--- config.mk ---
export PLATFORM = sky130hd
export DESIGN_NAME = pbs_turn_ctrl_flat
export DESIGN_NICKNAME = d
export VERILOG_FILES = /design/src/rtl/pbs_turn_ctrl_if.sv /design/src/rtl/pbs_turn_ctrl.sv /design/src/flat_wrapper.sv
export SDC_FILE = /design/constraint.sdc
export NUM_CORES = 1
export LEC_CHECK = 0
export ABC_AREA = 1
export CAP_MARGIN = 40
export CORE_MARGIN = 4
export CORE_UTILIZATION = 45
export CTS_CLUSTER_SIZE = 24
export DETAILED_ROUTE_END_ITERATION = 12
export PLACE_DENSITY = 0.67
export SLEW_MARGIN = 0
export SYNTH_ARGS = -nofsm -noshare
export SYNTH_HDL_FRONTEND = slang
export SYNTH_SLANG_ARGS = --single-unit
--- constraint.sdc ---
create_clock -name clk -period 4.35 [get_ports clk]
set_input_delay 0.87 -clock clk [delete_from_list [all_inputs] [get_ports clk]]
set_output_delay 0.87 -clock clk [all_outputs]
set_load 0.05 [all_outputs]
--- src/rtl/pbs_turn_ctrl_if.sv ---
// Turn sequencer bus: player/AI move inputs, random value, HP and result flags.
// master drives stimulus (button, moves, random); slave is the sequencer.
interface pbs_turn_ctrl_if;
  logic       go;
  logic [1:0] player_move;
  logic [1:0] ai_move;
  logic [3:0] rand_val;
  logic [7:0] player_hp;
  logic [7:0] ai_hp;
  logic       player_hit;
  logic       ai_hit;
  logic       crit;
  logic       busy;
  logic       victory;
  logic       loss;
  logic [3:0] state;

  modport master (
    output go, player_move, ai_move, rand_val,
    input  player_hp, ai_hp, player_hit, ai_hit, crit, busy, victory, loss, state
  );

  modport slave (
    input  go, player_move, ai_move, rand_val,
    output player_hp, ai_hp, player_hit, ai_hit, crit, busy, victory, loss, state
  );
endinterface

--- src/rtl/pbs_turn_ctrl.sv ---
// Battle turn sequencer: owns both HP registers and one shared add/sub ALU, 8 busy cycles per turn.
// Define PBS_CRIT_EN to enable critical hits (latched rand == 0 doubles base power).
module pbs_turn_ctrl #(
  parameter int MAX_HP = 100
) (
  input  logic            clk,
  input  logic            reset,
  pbs_turn_ctrl_if.slave  bus
);

  localparam logic [3:0] S_WAIT_GO  = 4'd0;
  localparam logic [3:0] S_GO_WAIT  = 4'd1;
  localparam logic [3:0] S_LOAD_PM  = 4'd2;
  localparam logic [3:0] S_CALC_PH  = 4'd3;
  localparam logic [3:0] S_APPLY_AD = 4'd4;
  localparam logic [3:0] S_CHECK_AI = 4'd5;
  localparam logic [3:0] S_LOAD_AM  = 4'd6;
  localparam logic [3:0] S_CALC_AH  = 4'd7;
  localparam logic [3:0] S_APPLY_PD = 4'd8;
  localparam logic [3:0] S_CHECK_P  = 4'd9;
  localparam logic [3:0] S_VICTORY  = 4'd10;
  localparam logic [3:0] S_LOSS     = 4'd11;

  localparam logic [7:0] HP_INIT = 8'(MAX_HP);

  logic [3:0] state_q, state_d;
  logic [1:0] pm_q, am_q;
  logic [3:0] rnd_q;
  logic [7:0] dmg_q;
  logic [7:0] player_hp_q, ai_hp_q;
  logic       player_hit_q, ai_hit_q, crit_q, victory_q, loss_q;

  logic [1:0] mv_sel;
  logic [7:0] power;
  logic [3:0] acc;
  logic       hit;
  logic       is_crit;
  logic       alu_sub;
  logic [7:0] alu_a, alu_b, alu_res;
  logic [7:0] dmg_calc;

  // Only the AI calc uses the AI move; every other state looks at the player move.
  always_comb begin
    mv_sel = (state_q == S_CALC_AH) ? am_q : pm_q;
    power  = 8'd10;
    acc    = 4'd15;
    case (mv_sel)
      2'd0: begin power = 8'd10; acc = 4'd15; end
      2'd1: begin power = 8'd15; acc = 4'd14; end
      2'd2: begin power = 8'd25; acc = 4'd10; end
      default: begin power = 8'd40; acc = 4'd6; end
    endcase
    hit = (rnd_q < acc);
  end

  // Shared ALU: add in CALC states, saturating subtract in APPLY states.
  always_comb begin
    alu_sub = 1'b0;
    alu_a   = power;
    alu_b   = {6'd0, rnd_q[1:0]};
    if (state_q == S_APPLY_AD) begin
      alu_sub = 1'b1;
      alu_a   = ai_hp_q;
      alu_b   = dmg_q;
    end else if (state_q == S_APPLY_PD) begin
      alu_sub = 1'b1;
      alu_a   = player_hp_q;
      alu_b   = dmg_q;
    end
    if (alu_sub)
      alu_res = (alu_a > alu_b) ? (alu_a - alu_b) : 8'd0;
    else
      alu_res = alu_a + alu_b;
  end

`ifdef PBS_CRIT_EN
  // rand == 0 makes the ALU add zero, so its result is the bare power to double.
  always_comb begin
    is_crit  = hit && (rnd_q == 4'd0);
    dmg_calc = is_crit ? {alu_res[6:0], 1'b0} : alu_res;
  end
`else
  always_comb begin
    is_crit  = 1'b0;
    dmg_calc = alu_res;
  end
`endif

  always_comb begin
    state_d = state_q;
    case (state_q)
      S_WAIT_GO:  if (bus.go)  state_d = S_GO_WAIT;
      S_GO_WAIT:  if (!bus.go) state_d = S_LOAD_PM;
      S_LOAD_PM:  state_d = S_CALC_PH;
      S_CALC_PH:  state_d = S_APPLY_AD;
      S_APPLY_AD: state_d = S_CHECK_AI;
      S_CHECK_AI: state_d = (ai_hp_q == 8'd0) ? S_VICTORY : S_LOAD_AM;
      S_LOAD_AM:  state_d = S_CALC_AH;
      S_CALC_AH:  state_d = S_APPLY_PD;
      S_APPLY_PD: state_d = S_CHECK_P;
      S_CHECK_P:  state_d = (player_hp_q == 8'd0) ? S_LOSS : S_WAIT_GO;
      S_VICTORY:  state_d = S_VICTORY;
      S_LOSS:     state_d = S_LOSS;
      default:    state_d = S_WAIT_GO;
    endcase
  end

  always_ff @(posedge clk) begin
    if (reset) begin
      state_q      <= S_WAIT_GO;
      pm_q         <= 2'd0;
      am_q         <= 2'd0;
      rnd_q        <= 4'd0;
      dmg_q        <= 8'd0;
      player_hp_q  <= HP_INIT;
      ai_hp_q      <= HP_INIT;
      player_hit_q <= 1'b0;
      ai_hit_q     <= 1'b0;
      crit_q       <= 1'b0;
      victory_q    <= 1'b0;
      loss_q       <= 1'b0;
    end else begin
      state_q <= state_d;
      case (state_q)
        S_LOAD_PM: begin
          pm_q  <= bus.player_move;
          rnd_q <= bus.rand_val;
        end
        S_CALC_PH: begin
          player_hit_q <= hit;
          dmg_q        <= dmg_calc;
          crit_q       <= is_crit;
        end
        S_APPLY_AD: if (player_hit_q) ai_hp_q <= alu_res;
        S_CHECK_AI: if (ai_hp_q == 8'd0) victory_q <= 1'b1;
        S_LOAD_AM: begin
          am_q  <= bus.ai_move;
          rnd_q <= bus.rand_val;
        end
        S_CALC_AH: begin
          ai_hit_q <= hit;
          dmg_q    <= dmg_calc;
          crit_q   <= is_crit;
        end
        S_APPLY_PD: if (ai_hit_q) player_hp_q <= alu_res;
        S_CHECK_P:  if (player_hp_q == 8'd0) loss_q <= 1'b1;
        default: ;
      endcase
    end
  end

  assign bus.player_hp  = player_hp_q;
  assign bus.ai_hp      = ai_hp_q;
  assign bus.player_hit = player_hit_q;
  assign bus.ai_hit     = ai_hit_q;
  assign bus.crit       = crit_q;
  assign bus.busy       = (state_q >= S_LOAD_PM) && (state_q <= S_CHECK_P);
  assign bus.victory    = victory_q;
  assign bus.loss       = loss_q;
  assign bus.state      = state_q;

endmodule

--- src/flat_wrapper.sv ---
// flat-port wrapper written by rule: the top's interface ports become plain ports
module pbs_turn_ctrl_flat 
#(
  parameter int MAX_HP = 100
)
  (clk, reset, bus_go, bus_player_move, bus_ai_move, bus_rand_val, bus_player_hp, bus_ai_hp, bus_player_hit, bus_ai_hit, bus_crit, bus_busy, bus_victory, bus_loss, bus_state);
  pbs_turn_ctrl_if bus_i ();
  input  logic clk;
  input  logic reset;
  input wire logic [$bits(bus_i.go)-1:0] bus_go;
  input wire logic [$bits(bus_i.player_move)-1:0] bus_player_move;
  input wire logic [$bits(bus_i.ai_move)-1:0] bus_ai_move;
  input wire logic [$bits(bus_i.rand_val)-1:0] bus_rand_val;
  output wire logic [$bits(bus_i.player_hp)-1:0] bus_player_hp;
  output wire logic [$bits(bus_i.ai_hp)-1:0] bus_ai_hp;
  output wire logic [$bits(bus_i.player_hit)-1:0] bus_player_hit;
  output wire logic [$bits(bus_i.ai_hit)-1:0] bus_ai_hit;
  output wire logic [$bits(bus_i.crit)-1:0] bus_crit;
  output wire logic [$bits(bus_i.busy)-1:0] bus_busy;
  output wire logic [$bits(bus_i.victory)-1:0] bus_victory;
  output wire logic [$bits(bus_i.loss)-1:0] bus_loss;
  output wire logic [$bits(bus_i.state)-1:0] bus_state;
  assign bus_i.go = bus_go;
  assign bus_i.player_move = bus_player_move;
  assign bus_i.ai_move = bus_ai_move;
  assign bus_i.rand_val = bus_rand_val;
  assign bus_player_hp = bus_i.player_hp;
  assign bus_ai_hp = bus_i.ai_hp;
  assign bus_player_hit = bus_i.player_hit;
  assign bus_ai_hit = bus_i.ai_hit;
  assign bus_crit = bus_i.crit;
  assign bus_busy = bus_i.busy;
  assign bus_victory = bus_i.victory;
  assign bus_loss = bus_i.loss;
  assign bus_state = bus_i.state;
  pbs_turn_ctrl #(.MAX_HP(MAX_HP)) u_core (.clk(clk), .reset(reset), .bus(bus_i));
endmodule
==> run metrics, run 1 <==
CTS Root Cell=clkbuf_8; highest ir drop seen on vdd=217 uV; total count of max-transition violations in the final report=0; I/O Buffers=35; number of CTS-inserted buffers=5; core footprint=0.00639 mm2; proportion of layout cells with a drive suffix above 1=8.72%; clock tree from TritonCTS=yes; number of nets with antenna violations after routing=0; Synthesized Nets=498; iteration-0 DRC count of the detailed router=131; wire length the detailed router placed on met1=3670 um; largest net degree at the start of global routing=31; Post-synth ARST share=0%; DRC Markers=0; H-tree level count=2; endpoints failing setup=0; top cell type by total area after synthesis=dfxtp_1; unrepaired setup endpoints after global routing=no; number of global-route vias before repair=2810; most used standard cell by instance count after synthesis=nand2_1; top cell types by occurrence after synthesis=nand2_1 (101), inv_1 (80), nor2_1 (43); routed length per placed instance=13.7 um; final routed wirelength across all metal layers=7830 um; highest routed layer=met4; wire length of the first global-routing pass=13000 um; Netlist cell types=37; count of hold-fix buffers inserted at cts=0; element type at the critical path start=flop; area of the multi-input gates=0.00174 mm2; Critical Path Fanout Max=7; Die X=89.2 um; required time of the critical path=4.54 ns; static power due to leakage=1.63 nW; post-synthesis instance total=463; buffer depth of the longest clock path=2; sequential cell area in the final layout=801 um2; Ports=37; effective utilization at floorplan=46.5%; number of antenna violations at the first check in global routing=0; nature of the critical path endpoint=flop; number of clock sinks=40; classification of the worst setup path=reg2reg; number of diodes=0; FP Rows=29; mean cell area of the mapped netlist=6.42 um2; via count=2869; Layout Skew=0.00662 ns; die span in y=89.2 um; Post-Place Worst Slack=0.774 ns; pin slew with the least headroom to its limit=0.809 ns; Final Hold Fails=0; accumulated negative setup slack=0 ns; classification of the worst-slack hold path=reg2reg; top cell type's share of synthesized area=27.0%; PD cells=333 mW/mm2; clock-pin slew of the registers on the worst-case setup and hold paths=0.07 ns; Post-Syn Area=0.00297 mm2; Post-synth EDFFs=0; vias per cell=5.03; least setup slack across all paths after layout=0.742 ns; flop and latch count out of synthesis=40; Synthesis Warnings=0; Die Footprint=0.00796 mm2; # Post-CTS Setup Buffers=0; clock insertion delay at the later pin of the skew report=0.29 ns; detailed-routed wire length on met2=3740 um; first-pass iteration count of the detailed router=4; area growth from synthesis to layout=15.2%; fill count=658; overall fraction of global-route tracks in use=21.1%; grt total ovfl=0; placed wire-length estimate after detailed placement=6190 um; net total in the final layout=528; data arrival time of the critical path=3.79 ns; Max-slew headroom=45.9%; share of the clock period used by the worst path after layout=82.9%; last weighted congestion value of the routability-driven placer=0.874; cell types occupying the most area after synthesis=dfxtp_1 (27%), nand2_1 (13%), inv_1 (10%); post-layout min period=3.61 ns; Max Clk Rate=277 MHz; outcome=finished clean; number of resized instances in the post-cts repair step=0; leading register cell type out of synthesis=dfxtp_1; post-synthesis sequential area ratio=27.0%; total met3 wirelength after detailed routing=264 um; max-cap violations=0
routing by layer:
layer  vias to the layer above  GRT usage, %
met5                         -             0
met4                         0          6.90
met3                        15          3.23
met2                        64          37.0
met1                      1282          26.5
li1                       1508             -
layout make-up:
class	instances	area share (%)
multi-input combinational	320	50.9
sequential	40	23.4
timing repair buffer	36	10.5
inverter	90	10.1
tap	77	2.82
clock buffer	6	2.12
clock inverter	1	0.146
metrics by stage:
stage	hold slack [ns]	util, %	std cells	total power, W	cell area (um2)
floorplan	0.425	-	463	0.000789	2970
global placement	0.441	52.4	563	0.000903	3340
detailed placement	0.449	52.4	563	0.000901	3340
CTS	0.465	53.6	570	0.00114	3420
global route	0.489	53.6	570	0.00122	3420
finish	0.461	53.6	570	0.00114	3420
where the power goes:
part	internal, W	switching, W
registers	0.000389	0.0000216
clock network	0.000109	0.000128
logic	0.000164	0.000325
cell usage in the layout (no fill, tap or decap), drive strengths merged:
| cell | count |
|---|---|
| nor3 | 3 |
| a21oi | 39 |
| inv | 89 |
| o21ai | 26 |
| conb | 1 |
| dfxtp | 40 |
| ha | 22 |
| clkinv | 2 |
| clkdlybuf4s50 | 35 |
| clkbuf | 6 |
| nand3 | 40 |
| fa | 2 |
| xor2 | 3 |
| buf | 1 |
| or2 | 3 |
| a22oi | 1 |
| o211ai | 2 |
| o22ai | 2 |
| a31oi | 3 |
| a21o | 2 |
| nor2 | 50 |
| nand2 | 114 |
| o21bai | 1 |
| nand4 | 6 |
final timing paths:
kind                                          start  cells after the start  slack (ns)                       to
worst max-delay path            u_core.bus.state[0]                     21        0.74  u_core.bus.player_hp[5]
worst min-delay path             u_core.bus.victory                      2        0.46       u_core.bus.victory
worst max register to register  u_core.bus.state[0]                     21        0.74  u_core.bus.player_hp[5]
worst min register to register   u_core.bus.victory                      2        0.46       u_core.bus.victory
flip-flops by register name, summed over array words and instances (netlist names):
register	flops
u_core.am_q	2
u_core.bus.victory	1
u_core.bus.state	4
u_core.bus.ai_hp	8
u_core.bus.loss	1
u_core.bus.player_hit	1
u_core.bus.ai_hit	1
u_core.pm_q	2
u_core.bus.player_hp	8
u_core.dmg_q	8
u_core.rnd_q	4
kinds of logic (layout without fill, tap and decap cells):
group	count (synthesis)	in the layout	synth area share (%)
AND/OR/NAND/NOR	216	216	33.2
buffers and inverters	103	133	14.4
AO/OA/AOI/OAI	76	76	13.8
flip-flops	40	40	27.0
adder cells (fa/ha/maj)	24	24	10.6
XOR/XNOR	3	3	0.885
other	1	1	0.126
worst max-delay path, cell delays in order, from the launching register on:
cell	delay, ns
dfxtp_1	0.49
nand2_2	0.13
nor2_2	0.19
inv_1	0.11
o21ai_0	0.38
ha_1	0.32
o211ai_1	0.19
o21ai_0	0.15
inv_1	0.08
ha_1	0.13
inv_1	0.07
fa_1	0.40
nand3_1	0.12
nand3_2	0.09
nand2_1	0.07
nand2_1	0.06
nand2_2	0.12
nor2_8	0.06
nand2_1	0.10
nand2_1	0.09
nand2_1	0.08
nand2_1	0.06
No activity file was read; power rests on OpenSTA's default activity.
==> inputs of run 2 (changes only) <==
PLACE_DENSITY = 0.69   (was 0.67)
clock period = 2.9 ns   (was 4.35 ns; I/O delays follow)
==> run metrics, run 2 (same netlist as run 1, synthesis figures left out) <==
classification of the worst setup path=reg2reg; Final Non-Filler Cells=598; routed length per placed instance=14.1 um; number of diodes=0; number of global-route vias before repair=2884; sequential cell area in the final layout=816 um2; outcome=complete, but fails checks; overall fraction of global-route tracks in use=21.5%; classification of the worst-slack hold path=reg2reg; sw frac=41.6%; post-placement cell count=585; startpoint of the lowest-slack register-to-register path=u_core.bus.state[1]; critical path launch point=u_core.bus.state[1]; unrepaired setup endpoints after global routing=yes; proportion of layout cells with a drive suffix above 1=21.7%; area growth from synthesis to layout=30.4%; Final Hold Fails=0; slack of the worst reg-to-reg path=-0.02 ns; Die Footprint=0.00796 mm2; die span in y=89.2 um; Layout Skew=0.00869 ns; data arrival time of the critical path=3.11 ns; number of nets with antenna violations after routing=0; number of clock sinks=40; largest net degree at the start of global routing=30; final core utilization=60.6%; fill count=596; PD cells=487 mW/mm2; area of the multi-input gates=0.00195 mm2; total count of max-transition violations in the final report=0; Max-slew headroom=65.4%; endpoints failing setup=8; iteration-0 DRC count of the detailed router=188; first-pass iteration count of the detailed router=4; clock insertion delay at the later pin of the skew report=0.29 ns; nature of the critical path endpoint=flop; effective utilization at floorplan=46.5%; static power due to leakage=1.81 nW; DRC Markers=0; worst setup path endpoint=u_core.bus.player_hp[5]; last weighted congestion value of the routability-driven placer=0.899; Post-Place Worst Slack=-0.134 ns; share of the clock period used by the worst path after layout=101%; number of CTS-inserted buffers=5; reg-to-reg critical path endpoint=u_core.bus.player_hp[5]; required time of the critical path=3.09 ns; share of power burned in registers=32.3%; combinational group share of total power=48.8%; I/O Buffers=35; vias per cell=5.12; pin slew with the least headroom to its limit=0.518 ns; Ports=37; least setup slack across all paths after layout=-0.0182 ns; H-tree level count=2; number of cell instances on the worst register-to-register path=22; post-layout min period=2.92 ns; Clock Power Share=18.9%; clock tree from TritonCTS=yes; count of hold-fix buffers inserted at cts=0; net total in the final layout=555; FP Rows=29; most frequent cells in the layout=nand2_1 (92), inv_1 (77), nor2_1 (43), a21oi_1 (37), dfxtp_1 (36); accumulated negative setup slack=-0.0472 ns; most common cell after layout, fill and taps aside=nand2_1; Die X=89.2 um; max-cap violations=0; net switching power=0.000784 W; placed wire-length estimate after detailed placement=6470 um; final routed wirelength across all metal layers=8410 um; CTS Root Cell=clkbuf_8; Critical Path Fanout Max=7; highest ir drop seen on vdd=316 uV; core footprint=0.00639 mm2; cell internal pwr=0.00110 W; clock-pin slew of the registers on the worst-case setup and hold paths=0.08 ns; buffer depth of the longest clock path=2; grt total ovfl=0; number of antenna violations at the first check in global routing=0; element type at the critical path start=flop; wire length of the first global-routing pass=13300 um; violated checks=negative setup slack; via count=3062; Max Clk Rate=343 MHz
==> run 2: cell count changes in the layout (fill, tap and decap cells not counted), moves of 5 or more <==
cell     delta
nand3_1    -13
nand2_1     -9
nand3_2    +13
buf_4      +26
nand2_2     +5
==> run 2: layer usage <==
| layer | global-route usage, % | routed length (um) | share of wire (%) |
|---|---|---|---|
| met2 | 39.7 | 4320 | 51 |
| met5 | 0 | 0 | 0 |
| met4 | 6.50 | 165 | 2.0 |
| met1 | 25.3 | 3610 | 43 |
| met3 | 3.50 | 317 | 3.8 |
==> run 2: power by group through the flow <==
stage	Combinational, W	Sequential, W	Clock (W)
floorplan	0.000540	0.000670	0
global placement	0.000828	0.000619	0
detailed placement	0.000833	0.000620	0
CTS	0.000873	0.000608	0.000366
global route	0.00101	0.000612	0.000383
finish	0.000920	0.000608	0.000357
==> run 2: layout make-up <==
cell class | count | share of cell area (%)
clock buffers | 5 | 1.78
clock inverters | 3 | 0.355
inverters | 90 | 9.08
multi-input cells | 320 | 50.4
flip-flops and latches | 40 | 21.1
well taps | 77 | 2.49
repair buffers | 63 | 14.8
==> run 2: through the flow <==
step	power, W	hold slack (ns)	area, um2
after floorplan	0.00121	0.445	3040
after global placement	0.00145	0.448	3590
after detailed placement	0.00145	0.447	3590
after CTS	0.00185	0.467	3770
after global routing	0.00201	0.478	3870
final	0.00188	0.462	3870
==> run 2: what timing repair did <==
action                     CTS  global route
pin swaps                   12            11
setup buffers                4             1
setup endpoints to repair   24            24
gates resized for setup     16            20
==> run 2: how the worst min path moves through the flow <==
stage / startpoint / cells past startpoint / endpoint
floorplan: u_core.rnd_q[0] / 2 / u_core.rnd_q[0]
global placement: u_core.bus.loss / 2 / u_core.bus.loss
detailed placement: u_core.bus.victory / 2 / u_core.bus.victory
CTS: u_core.bus.victory / 2 / u_core.bus.victory
global route: u_core.bus.victory / 2 / u_core.bus.victory
finish: u_core.bus.victory / 2 / u_core.bus.victory
==> run 2: critical path, cell delays in order (launching register included) <==
cell and delay, ns:
dfxtp_4 0.36, nand2_4 0.09, nor2_4 0.05, or2_4 0.24
o21ai_4 0.07, inv_2 0.07, ha_4 0.24, o211ai_1 0.17
o21ai_1 0.13, inv_1 0.08, ha_2 0.16, inv_2 0.04
fa_2 0.36, nand3_2 0.07, nand3_2 0.08, nand2_1 0.07
nand2_1 0.06, nand2_2 0.13, nor2_8 0.08, nand2_2 0.09
nand2_2 0.06, nand2_1 0.07, nand2_1 0.05
==> inputs of run 3 (changes only) <==
PLACE_DENSITY = 0.67   (was 0.69)
clock period = 3.2 ns   (was 2.9 ns; I/O delays follow)
==> run metrics, run 3 (same netlist as run 1, synthesis figures left out) <==
outcome=finished clean; I/O Buffers=35; number of clock sinks=40; Die Footprint=0.00796 mm2; count of hold-fix buffers inserted at cts=0; worst setup path endpoint=u_core.bus.player_hp[3]; proportion of layout cells with a drive suffix above 1=14.4%; post-layout min period=3.09 ns; wire length of the first global-routing pass=12900 um; placed wire-length estimate after detailed placement=6070 um; effective utilization at floorplan=46.5%; count of cells along the worst hold path=2; vias per cell=5.00; critical path launch point=u_core.bus.state[3]; first-pass iteration count of the detailed router=5; buffer depth of the longest clock path=2; final core utilization=56.5%; origin of the worst min-delay path=u_core.bus.victory; Final Hold Fails=0; Max-slew headroom=65.2%; die span in y=89.2 um; most frequent cells in the layout=nand2_1 (98), inv_1 (78), nor2_1 (43), nand3_1 (38), a21oi_1 (38); highest ir drop seen on vdd=350 uV; clock insertion delay at the later pin of the skew report=0.29 ns; area growth from synthesis to layout=21.6%; number of global-route vias before repair=2785; share of the clock period used by the worst path after layout=96.5%; routed length per placed instance=13.4 um; endpoints failing setup=0; number of nets with antenna violations after routing=0; overall fraction of global-route tracks in use=20.6%; startpoint of the lowest-slack register-to-register path=u_core.bus.state[3]; accumulated negative setup slack=0 ns; last weighted congestion value of the routability-driven placer=0.894; number of diodes=0; largest net degree at the start of global routing=28; static power due to leakage=1.69 nW; max-cap violations=0; clock-pin slew of the registers on the worst-case setup and hold paths=0.07 ns; number of antenna violations at the first check in global routing=0; area of the multi-input gates=0.00182 mm2; slack of the worst reg-to-reg path=0.11 ns; Max Clk Rate=324 MHz; classification of the worst-slack hold path=reg2reg; combinational group share of total power=45.5%; Final Non-Filler Cells=583; element type at the critical path start=flop; pin slew with the least headroom to its limit=0.520 ns; CTS Root Cell=clkbuf_8; Ports=37; post-placement cell count=571; nature of the critical path endpoint=flop; number of cell instances on the worst register-to-register path=23; sw frac=40.6%; net switching power=0.000666 W; PD cells=455 mW/mm2; clock tree from TritonCTS=yes; classification of the worst setup path=reg2reg; final routed wirelength across all metal layers=7820 um; FP Rows=29; cell internal pwr=0.000976 W; reg-to-reg critical path endpoint=u_core.bus.player_hp[3]; sequential cell area in the final layout=808 um2; Clock Power Share=21.3%; data arrival time of the critical path=3.28 ns; fill count=633; total count of max-transition violations in the final report=0; net total in the final layout=540; Post-Place Worst Slack=-0.00952 ns; Die X=89.2 um; most common cell after layout, fill and taps aside=nand2_1; required time of the critical path=3.39 ns; iteration-0 DRC count of the detailed router=141; least setup slack across all paths after layout=0.114 ns; Layout Skew=0.00387 ns; grt total ovfl=0; H-tree level count=2; via count=2916; Critical Path Fanout Max=7; share of power burned in registers=33.2%; core footprint=0.00639 mm2; number of CTS-inserted buffers=5; DRC Markers=0
[run 3: changes by cell type in the layout (fill, tap and decap cells not counted), sizes merged]
cell | before | now
buf | 28 | 13
clkinv | 4 | 1
clkbuf | 5 | 8
[run 3: worst min-delay path by stage]
stage	to	slack (ns)
2_1_floorplan	u_core.am_q[0]	0.43
3_3_place_gp	u_core.bus.loss	0.45
3_5_place_dp	u_core.bus.loss	0.44
4_1_cts	u_core.bus.victory	0.46
5_1_grt	u_core.bus.victory	0.48
6_report	u_core.bus.victory	0.46
[run 3: metrics by stage]
step	hold WS (ns)	power (W)	instance area (um2)
global placement	0.449	0.00125	3410
finish	0.457	0.00164	3610
floorplan	0.425	0.00107	2980
global route	0.481	0.00176	3610
CTS	0.458	0.00160	3500
detailed placement	0.444	0.00125	3410
[run 3: layout make-up]
cell class | instances | share of cell area (%)
multi-input combinational | 320 | 50.5
tap | 77 | 2.67
sequential | 40 | 22.4
clock buffer | 8 | 2.49
inverter | 90 | 9.60
timing repair buffer | 48 | 12.4
[run 3: critical path: stages, from the launching register on]
cell and delay [ns]:
dfxtp_4 0.37, inv_2 0.07, nand2_4 0.07, nor2_4 0.11, inv_2 0.08, o21ai_4 0.18, inv_2 0.06, ha_1 0.29
o211ai_1 0.18, o21ai_1 0.13, inv_1 0.08, ha_1 0.15, inv_2 0.06, fa_2 0.40, nand3_2 0.09, nand3_2 0.08
nand2_1 0.06, nand2_1 0.06, nand2_2 0.13, nor2_8 0.06, nand2_2 0.08, nand3_1 0.09, nand2_1 0.08, inv_1 0.03
[run 3: repair_timing]
action / CTS / global route
gates resized for setup: 1 / 23
setup buffers: 0 / 4
endpoints found under the hold margin: 0 / 0
setup endpoints to repair: 6 / 24
pin swaps: 0 / 6
[run 3: per-layer routing]
metal / up-vias / track usage [%] / share of wire, %
li1: 1531 / - / -
met1: 1310 / 27.2 / 45
met2: 69 / 35.5 / 50
met3: 6 / 2.49 / 4.0
met4: 0 / 5.55 / 0.90
met5: - / 0 / 0
[run 3: power groups by stage]
stage               Clock (W)  Combinational [W]  Sequential [W]
floorplan                   0           0.000471        0.000603
CTS                  0.000357           0.000700        0.000546
global placement            0           0.000695        0.000557
detailed placement          0           0.000691        0.000558
global route         0.000379           0.000831        0.000549
finish               0.000350           0.000747        0.000545
